**src/rtl/egress_port_reader.sv**
```systemverilog
// egress_port_reader: requests packets from one hydra egress port, checks the header against the
// payload and re-emits the words on a first/last framed valid/ready stream. Option: READER_TIMEOUT_EN.
module egress_port_reader #(
    parameter logic [3:0] PORT_ID    = 4'd0,
    parameter int         FIFO_DEPTH = 128,
    parameter int         REQ_FREE   = 65,
    parameter int         TIMEOUT    = 1024
) (
    input  logic        clk,
    input  logic        rst,
    output logic        ready,
    input  logic        rd_sop,
    input  logic        rd_vld,
    input  logic [15:0] rd_data,
    input  logic        rd_eop,
    output logic        out_vld,
    input  logic        out_rdy,
    output logic [15:0] out_data,
    output logic        out_first,
    output logic        out_last,
    output logic [15:0] pkt_cnt,
    output logic        err_len,
    output logic        err_port,
    output logic        err_ovf,
`ifdef READER_TIMEOUT_EN
    output logic        err_tmo,
`endif
    input  logic        err_clr
);

    localparam int AW = $clog2(FIFO_DEPTH);
    localparam logic [AW:0]   DEPTH_C  = (AW+1)'(FIFO_DEPTH);
    localparam logic [AW+1:0] MAX_USED = (AW+2)'(FIFO_DEPTH - REQ_FREE);
`ifdef READER_TIMEOUT_EN
    localparam int TW = $clog2(TIMEOUT + 1);
    localparam logic [TW-1:0] TMO_LAST = TW'(TIMEOUT - 1);
`endif

    typedef enum logic [2:0] {IDLE, REQ, WAIT_SOP, HDR, DATA, DONE} state_t;

    state_t        state_q, state_d;
    logic [AW-1:0] wr_ptr_q, wr_ptr_d, rd_ptr_q, rd_ptr_d;
    logic [AW:0]   fifo_cnt_q, fifo_cnt_d;
    logic [17:0]   mem [FIFO_DEPTH];
    logic          hold_vld_q, hold_vld_d, hold_first_q, hold_first_d;
    logic [15:0]   hold_data_q, hold_data_d;
    logic [8:0]    len_q, len_d;
    logic [9:0]    word_cnt_q, word_cnt_d;
    logic          hdr_seen_q, hdr_seen_d;
    logic [15:0]   pkt_cnt_q, pkt_cnt_d;
    logic          err_len_q, err_len_d, err_port_q, err_port_d, err_ovf_q, err_ovf_d;
    logic          push, push_last, push_ok, pop, full, free_ok;
    logic          set_len, set_port, set_ovf;
    logic [17:0]   head;
`ifdef READER_TIMEOUT_EN
    logic [TW-1:0] tmo_cnt_q, tmo_cnt_d;
    logic          err_tmo_q, err_tmo_d, set_tmo;
`endif

    // The holding-register word counts as occupied so DONE can re-request without waiting for its push.
    assign free_ok = ({1'b0, fifo_cnt_q} + {{(AW+1){1'b0}}, hold_vld_q}) <= MAX_USED;

    always_comb begin
        state_d      = state_q;
        hold_vld_d   = hold_vld_q;
        hold_first_d = hold_first_q;
        hold_data_d  = hold_data_q;
        len_d        = len_q;
        word_cnt_d   = word_cnt_q;
        hdr_seen_d   = hdr_seen_q;
        pkt_cnt_d    = pkt_cnt_q;
        ready        = 1'b0;
        push         = 1'b0;
        push_last    = 1'b0;
        set_len      = 1'b0;
        set_port     = 1'b0;
`ifdef READER_TIMEOUT_EN
        tmo_cnt_d    = tmo_cnt_q;
        set_tmo      = 1'b0;
`endif
        unique case (state_q)
            IDLE: begin
                if (free_ok) state_d = REQ;
            end
            REQ: begin
                ready      = 1'b1;
                word_cnt_d = '0;
                hdr_seen_d = 1'b0;
                state_d    = WAIT_SOP;
`ifdef READER_TIMEOUT_EN
                tmo_cnt_d  = '0;
`endif
            end
            WAIT_SOP: begin
                if (rd_sop) begin
                    state_d = HDR;
                end
`ifdef READER_TIMEOUT_EN
                else if (tmo_cnt_q == TMO_LAST) begin
                    state_d = IDLE;
                    set_tmo = 1'b1;
                end else begin
                    tmo_cnt_d = tmo_cnt_q + 1'b1;
                end
`endif
            end
            HDR: begin
                if (rd_eop) begin
                    state_d = DONE;
                end else if (rd_vld) begin
                    hold_vld_d   = 1'b1;
                    hold_first_d = 1'b1;
                    hold_data_d  = rd_data;
                    len_d        = rd_data[15:7];
                    hdr_seen_d   = 1'b1;
                    set_port     = rd_data[3:0] != PORT_ID;
                    state_d      = DATA;
                end
            end
            DATA: begin
                if (rd_eop) begin
                    state_d = DONE;
                end else if (rd_vld) begin
                    push         = 1'b1;
                    hold_first_d = 1'b0;
                    hold_data_d  = rd_data;
                    word_cnt_d   = word_cnt_q + 10'd1;
                end
            end
            DONE: begin
                push       = hold_vld_q;
                push_last  = 1'b1;
                hold_vld_d = 1'b0;
                pkt_cnt_d  = pkt_cnt_q + 16'd1;
                set_len    = !hdr_seen_q || (word_cnt_q != {1'b0, len_q});
                state_d    = free_ok ? REQ : IDLE;
            end
            default: state_d = IDLE;
        endcase
    end

    always_comb begin
        full     = fifo_cnt_q == DEPTH_C;
        out_vld  = fifo_cnt_q != '0;
        pop      = out_vld & out_rdy;
        push_ok  = push & ~full;
        set_ovf  = push & full;
        wr_ptr_d = push_ok ? wr_ptr_q + 1'b1 : wr_ptr_q;
        rd_ptr_d = pop ? rd_ptr_q + 1'b1 : rd_ptr_q;
        unique case ({push_ok, pop})
            2'b10:   fifo_cnt_d = fifo_cnt_q + 1'b1;
            2'b01:   fifo_cnt_d = fifo_cnt_q - 1'b1;
            default: fifo_cnt_d = fifo_cnt_q;
        endcase
        head      = mem[rd_ptr_q];
        out_data  = head[15:0];
        out_first = out_vld & head[17];
        out_last  = out_vld & head[16];
    end

    // A flag being set wins over err_clr in the same cycle.
    always_comb begin
        err_len_d  = (err_len_q  & ~err_clr) | set_len;
        err_port_d = (err_port_q & ~err_clr) | set_port;
        err_ovf_d  = (err_ovf_q  & ~err_clr) | set_ovf;
`ifdef READER_TIMEOUT_EN
        err_tmo_d  = (err_tmo_q  & ~err_clr) | set_tmo;
`endif
    end

    always_ff @(posedge clk) begin
        if (push_ok) mem[wr_ptr_q] <= {hold_first_q, push_last, hold_data_q};
    end

    always_ff @(posedge clk) begin
        if (rst) begin
            state_q      <= IDLE;
            wr_ptr_q     <= '0;
            rd_ptr_q     <= '0;
            fifo_cnt_q   <= '0;
            hold_vld_q   <= 1'b0;
            hold_first_q <= 1'b0;
            hold_data_q  <= '0;
            len_q        <= '0;
            word_cnt_q   <= '0;
            hdr_seen_q   <= 1'b0;
            pkt_cnt_q    <= '0;
            err_len_q    <= 1'b0;
            err_port_q   <= 1'b0;
            err_ovf_q    <= 1'b0;
`ifdef READER_TIMEOUT_EN
            tmo_cnt_q    <= '0;
            err_tmo_q    <= 1'b0;
`endif
        end else begin
            state_q      <= state_d;
            wr_ptr_q     <= wr_ptr_d;
            rd_ptr_q     <= rd_ptr_d;
            fifo_cnt_q   <= fifo_cnt_d;
            hold_vld_q   <= hold_vld_d;
            hold_first_q <= hold_first_d;
            hold_data_q  <= hold_data_d;
            len_q        <= len_d;
            word_cnt_q   <= word_cnt_d;
            hdr_seen_q   <= hdr_seen_d;
            pkt_cnt_q    <= pkt_cnt_d;
            err_len_q    <= err_len_d;
            err_port_q   <= err_port_d;
            err_ovf_q    <= err_ovf_d;
`ifdef READER_TIMEOUT_EN
            tmo_cnt_q    <= tmo_cnt_d;
            err_tmo_q    <= err_tmo_d;
`endif
        end
    end

    assign pkt_cnt  = pkt_cnt_q;
    assign err_len  = err_len_q;
    assign err_port = err_port_q;
    assign err_ovf  = err_ovf_q;
`ifdef READER_TIMEOUT_EN
    assign err_tmo  = err_tmo_q;
`endif

endmodule
```
**config.mk**
```make
export PLATFORM = sky130hd
export DESIGN_NAME = egress_port_reader
export DESIGN_NICKNAME = d
export VERILOG_FILES = /design/src/rtl/egress_port_reader.sv
export SDC_FILE = /design/constraint.sdc
export NUM_CORES = 2
export LEC_CHECK = 0
export CAP_MARGIN = 40
export CORE_ASPECT_RATIO = 0.5
export CORE_MARGIN = 2
export CORE_UTILIZATION = 40
export CTS_CLUSTER_DIAMETER = 80
export CTS_CLUSTER_SIZE = 30
export DETAILED_ROUTE_END_ITERATION = 7
export GPL_TIMING_DRIVEN = 0
export SYNTH_ARGS = -nofsm -noshare
export SYNTH_HDL_FRONTEND = slang
export SYNTH_SLANG_ARGS = --single-unit
```
**constraint.sdc**
```tcl
create_clock -name clk -period 4.2 [get_ports clk]
set_clock_uncertainty 0.2 [all_clocks]
set_input_delay 0.63 -clock clk [delete_from_list [all_inputs] [get_ports clk]]
set_output_delay 0.63 -clock clk [all_outputs]
set_load 0.005 [all_outputs]
```
# Yosys cells after proc, flatten, opt, wreduce, memory -nomap -nowiden

Memory sizes are Yosys's and may differ from the RTL's. A register that Yosys moved wholly into a read port is not among the register bits.
Cells that the tools add are included.

$add $sub $neg: 7
Order comparisons: 1
Equality and inequality tests: 17
Multiplexer cells: 31
Bitwise operators: 14
Reduce and logical (&&, ||, !) cells: 18

Operators with widths:

| cell                    | number |
|---|---|
| $mux W10                | 2 |
| $pmux W10 S2            | 1 |
| $pmux W3 S6             | 1 |
| $add A16 B1 Y16 const B | 1 |
| $pmux W8 S2             | 1 |
| $mux W1                 | 15 |
| $mux W3                 | 5 |
| $reduce_and A3 Y1       | 5 |
| $add A7 B1 Y7 const B   | 2 |
| $mux W7                 | 2 |
| $ne A2 B2 Y1 const B    | 7 |
| $add A10 B1 Y10 const B | 1 |
| $ne A10 B9 Y1           | 1 |
| $reduce_bool A2 Y1      | 5 |
| $add A8 B1 Y9           | 1 |
| $le A9 B6 Y1 const B    | 1 |
| $add A8 B1 Y8 const B   | 1 |
| $and A1 B1 Y1           | 8 |
| $eq A8 B8 Y1 const B    | 1 |
| $pmux W1 S2             | 4 |
| $reduce_bool A8 Y1      | 1 |
| $sub A8 B1 Y8 const B   | 1 |
| $eq A3 B2 Y1 const B    | 2 |
| $eq A3 B3 Y1 const B    | 2 |
| 13 further kinds        | 17 |

Flip-flop bits (word level): 82
RAM bits: 2,304
Output and inout bits: 39
Memories kept: 1

Memories:

| memory | words | bits a word | rd ports | clocked after memory_dff | write ports | RTL line | RTL |
|---|---|---|---|---|---|---|---|
| mem    | 128   | 18          | 1        | 1                        | 1           | 44       | `logic [17:0] mem [FIFO_DEPTH];` |

# Longest topological paths before layout

Word-level depth: 6
Depth in mapped cells: 16
Gate-level depth less buffers: 13

# Least setup slack after synthesis

Ideal clock, no wire load.

Kind: input port to flip-flop
Start point: in rd_eop
End point: reg fifo_cnt_q[6]
Library setup time: 128 ps
Data arrival time: 3,454 ps
Data required time: 3,872 ps
Path slack: 419 ps
Stages: 15
Buffers on the path: 2
Cell sequence: or3b_1 > a21oi_1 > and2_1 > buf_2 > inv_1 > ha_1 > buf_1 > xor2_1 > ha_1 > a21oi_1 > o21ai_0 > a2111o_1 > a31oi_1 > xnor2_1 > nor2_1

Longest elaborated chain between the ends: 5

Ends and longest elaborated chain:

| element                                                  | RTL line | RTL |
|---|---|---|
| start: declaration                                       | 15       | `input logic rd_eop,` |
| $mux W1 *                                                | 121      | `if (rd_eop) begin` |
| $pmux W1 S2 *                                            | 81       | `unique case (state_q)` |
| $and A1 B1 Y1 *                                          | 146      | `push_ok = push & ~full;` |
| $eq A2 B1 Y1 / $eq A2 B2 Y1 (equally long branches)      | 150      | `unique case ({push_ok, pop})` |
| $pmux W8 S2 / $reduce_bool A2 Y1 (equally long branches) | -        |  |
| end signal: assignment                                   | 199      | `fifo_cnt_q <= fifo_cnt_d;` |
| end: declaration                                         | 43       | `logic [AW:0] fifo_cnt_q, fifo_cnt_d;` |

Mark *: on every way between the ends. The rest lies on a longest branch, timed or not.
A chain may end at the register's enable or synchronous reset.

==> impl_metrics.csv <==
group,metric,value,unit
timing,setup-violations-final,18,
timing,period_share,110,%
detailed_routing,via_per_inst,5.89,
synth,synth.net_count,4437,
timing,fmax,217,MHz
detailed_routing,drt-total-wl,244000,um
layout,final_util,46.4,%
job,maxCapViolations,0,
cts,cts_made_buffers,91,
timing,worst_pin_slew,0.999,ns
synth,synthArstFlopShare,0,%
setup_path,reg2reg_from,"state_q[0]",
synth,syn_area_per_cell,20.9,um2
grt,met1_usage,30.3,%
synth,synth-seq-cells,2393,
min_path,worstHoldEndpoint,"fifo_cnt_q[7]",
detailed_routing,drtIter0Drc,6901,
cts,clk_pin_slew,0.12,ns
detailed_routing,firstDrtPassIters,7,
detailed_routing,route.detailed.wl_per_inst,30.8,um
place,place_hpwl,172000,um
synth,ys.flop_type,"edfxtp_1",
synth,syn_inst,4405,
timing,period_needed,4.60,ns
floorplanning,start_util,40.2,%
layout,layout.nets,4859,
setup_path,critPathKind,"reg2out",
cts,clock_latency,0.78,ns
layout,area_growth,15.4,%
cts,cts.path.max_buffers,3,
setup_path,reg2reg_slack,0.13,ns
timing,relSlewSlack,33.2,%
power_and_ir_drop,switchingPower,0.0120,W
floorplanning,dieArea,0.234,mm2
place,pre_cts_ws,-1.53,ns
run_status,failed_checks,"setup timing",
setup_path,r2r-end,"mem[43][5]",
synth,yosysWarnings,0,
layout,layout_common_cells,"edfxtp_1, mux4_2, nor2_1, buf_8, nand2_1",
run_status,status,"finished with violations",
grt,gr-usage-met2,32.0,%
timing,hold_violations,0,
detailed_routing,antenna_left,0,
synth,synth_edf_count,2304,
power_and_ir_drop,internal-power,0.0348,W
synth,syn_area,0.0919,mm2
setup_path,ff2ff_path_depth,9,
layout,drive_gt1_share,31.8,%
detailed_routing,remaining_drc_errors,0,
setup_path,critPathMaxStageDelay,0.52,ns
timing,tns,-5.67,ns
floorplanning,die_y,343,um
synth,synth_cell_type_count,61,
floorplanning,core,0.229,mm2
setup_path,crit_fanout,10,
layout,layout_commonest_cell,"edfxtp_1",
cts,cts_root_buf,"clkbuf_16",
floorplanning,fp-row-count,124,
place,place.gp.congestion,0.989,
min_path,hold_start,"rst",
min_path,hold_class,"in2reg",
timing,rsz0062_at_grt,"yes",
power_and_ir_drop,power_frac_clock,23.8,%
grt,grt_max_degree,109,
grt,grt_pass1_vias,45821,
power_and_ir_drop,worst_ir_drop_vdd,0.338,mV
grt,grt_pass1_wl,342000,um
setup_path,cp.arrival,3.77,ns
setup_path,startpoint_type,"flop",
cts,ctsHoldBuffers,0,
cts,h-tree-depth,3,
cts,cts_tree,"built",
cts,clkSinkCount,2393,
power_and_ir_drop,swShare,25.7,%
grt,grt.met3_usage,3.48,%
grt,grt.total_usage,20.6,%
synth,seq_area_frac_synth,77.2,%
floorplanning,die_w,682,um
power_and_ir_drop,seq_power_share,56.2,%
setup_path,cp.required,3.37,ns
timing,worst_slack,-0.400,ns
floorplanning,io_pins,62,
detailed_routing,vias,46739,
setup_path,cp_slowest_cell,"mux4_2",
power_and_ir_drop,power.density,441,mW/mm2
power_and_ir_drop,comb_power_share,20.0,%
layout,fillers,18618,
setup_path,worstSetupEndpointType,"output port",
power_and_ir_drop,p_leak,35.5,nW
min_path,hold_depth,3,
grt,grt_overflow,0,
place,port_buffers,60,
grt,antenna_found_initial,7,
grt,top_usage_layer,"met2",
timing,slew_violations,0,
setup_path,cpMostUsedCell,"buf_12",
setup_path,crit_chain,"buf_6 -> buf_12 -> buf_12 -> buf_16 -> buf_12 -> buf_4 -> mux4_2 -> a221oi_4 -> o22ai_4 -> nor3_2 -> buf_6 -> nor3_4 -> buf_2",
state kept, by name, indices dropped and copies added (netlist names), named ones only:
name          flops
mem            2304
hold_data_q      16
pkt_cnt          16
word_cnt_q       10
len_q             9
fifo_cnt_q        8
rd_ptr_q          7
wr_ptr_q          7
state_q           3
err_len           1
err_ovf           1
err_port          1
hdr_seen_q        1
hold_first_q      1
hold_vld_q        1
kinds of logic after synthesis:
kind of cell | after synthesis | synth area share (%)
AOI/OAI and AO/OA | 398 | 3.08
xor gates and xnor gates | 40 | 0.381
adders and majority gates | 9 | 0.123
buffers and inverters | 259 | 1.47
DFF | 2393 | 77.2
muxes | 689 | 14.7
and+or+nand+nor | 617 | 2.99
critical path: cells and delay by family, from the launching register on:
family	cells	cell delay [ns]
multiplexers	1	0.52
buffers and inverters	8	1.13
AND/OR/NAND/NOR	2	0.31
flip-flops	1	0.35
AO/OA/AOI/OAI	2	0.64
worst max path at each step:
| stage | cells after the start | slack (ns) | to | from |
|---|---|---|---|---|
| finish | 13 | -0.40 | out_data[11] | flop |
| global placement | 10 | -2.00 | out_data[11] | flop |
| global route | 12 | -0.49 | out_data[2] | flop |
| floorplan | 15 | 0.42 | fifo_cnt_q[6] | rd_eop |
| CTS | 11 | -0.68 | out_data[13] | flop |
| detailed placement | 10 | -1.53 | out_data[7] | flop |
what timing repair did:
action	4_1_cts	5_1_grt
resized for setup	568	152
setup endpoints to repair	46	172
gates cloned	1	1
buffers inserted	19	70
pin swaps	57	79
stage by stage:
| stage | hold slack, ns | power [W] | cells | instance area, um2 |
|---|---|---|---|---|
| finish | 0.111 | 0.0468 | 7941 | 106000 |
| global route | 0.165 | 0.0482 | 7937 | 106000 |
| CTS | 0.0725 | 0.0463 | 7869 | 105000 |
| detailed placement | 0.262 | 0.0345 | 7737 | 99600 |
| global placement | 0.261 | 0.0344 | 7552 | 96400 |
| floorplan | 0.237 | 0.0317 | 4405 | 91900 |
area by class of cell:
type	instances	area, um2	area share, %
sequential	2393	71000	67.0
multi-input combinational	1753	21900	20.6
timing repair buffer	337	4370	4.12
tap	3087	3860	3.64
clock buffer	109	2430	2.29
buffer	243	2360	2.23
clock inverter	7	98.8	0.0932
inverter	8	30.0	0.0283
antenna	4	10.0	0.00944
cells in the mapped netlist, drive strengths merged, types with 2 or more instances:
master	number	area, um2
a2111oi	4	35.0
a211oi	2	15.0
a21o	2	15.0
a21oi	86	430
a221oi	32	280
a22o	36	315
a22oi	120	901
a31oi	8	50.1
and2	6	37.5
and3	9	56.3
buf	147	933
clkbuf	104	390
dfxtp	89	1780
edfxtp	2304	69200
ha	9	113
inv	8	30.0
mux2	70	788
mux2i	94	941
mux4	525	11800
nand2	128	480
nand2b	10	62.6
nand3	61	315
nand4	19	119
nand4b	2	17.5
nor2	278	1040
nor2b	15	93.8
nor3	40	200
nor3b	2	15.0
nor4	23	144
nor4b	2	17.5
o211ai	18	135
o21a	2	15.0
o21ai	23	115
o221ai	32	280
o22ai	17	106
o311ai	3	26.3
o41ai	3	26.3
or2	2	12.5
or3	16	100
xnor2	13	114
xor2	27	236
power by group through the flow:
stage | sequential (W) | clock [W] | combinational (W)
3_3_place_gp | 0.0271 | 0 | 0.00730
6_report | 0.0263 | 0.0111 | 0.00937
4_1_cts | 0.0263 | 0.0113 | 0.00868
2_1_floorplan | 0.0268 | 0 | 0.00484
3_5_place_dp | 0.0268 | 0 | 0.00763
5_1_grt | 0.0263 | 0.0120 | 0.00982
layer usage:
metal,part of all wire [%],wire length [um],up-vias
met5,0,0,-
met4,3.1,7470,0
met3,8.9,21700,318
met2,46,112000,2171
met1,42,103000,25224
li1,-,-,19026
(Power assumes the default switching activity.)
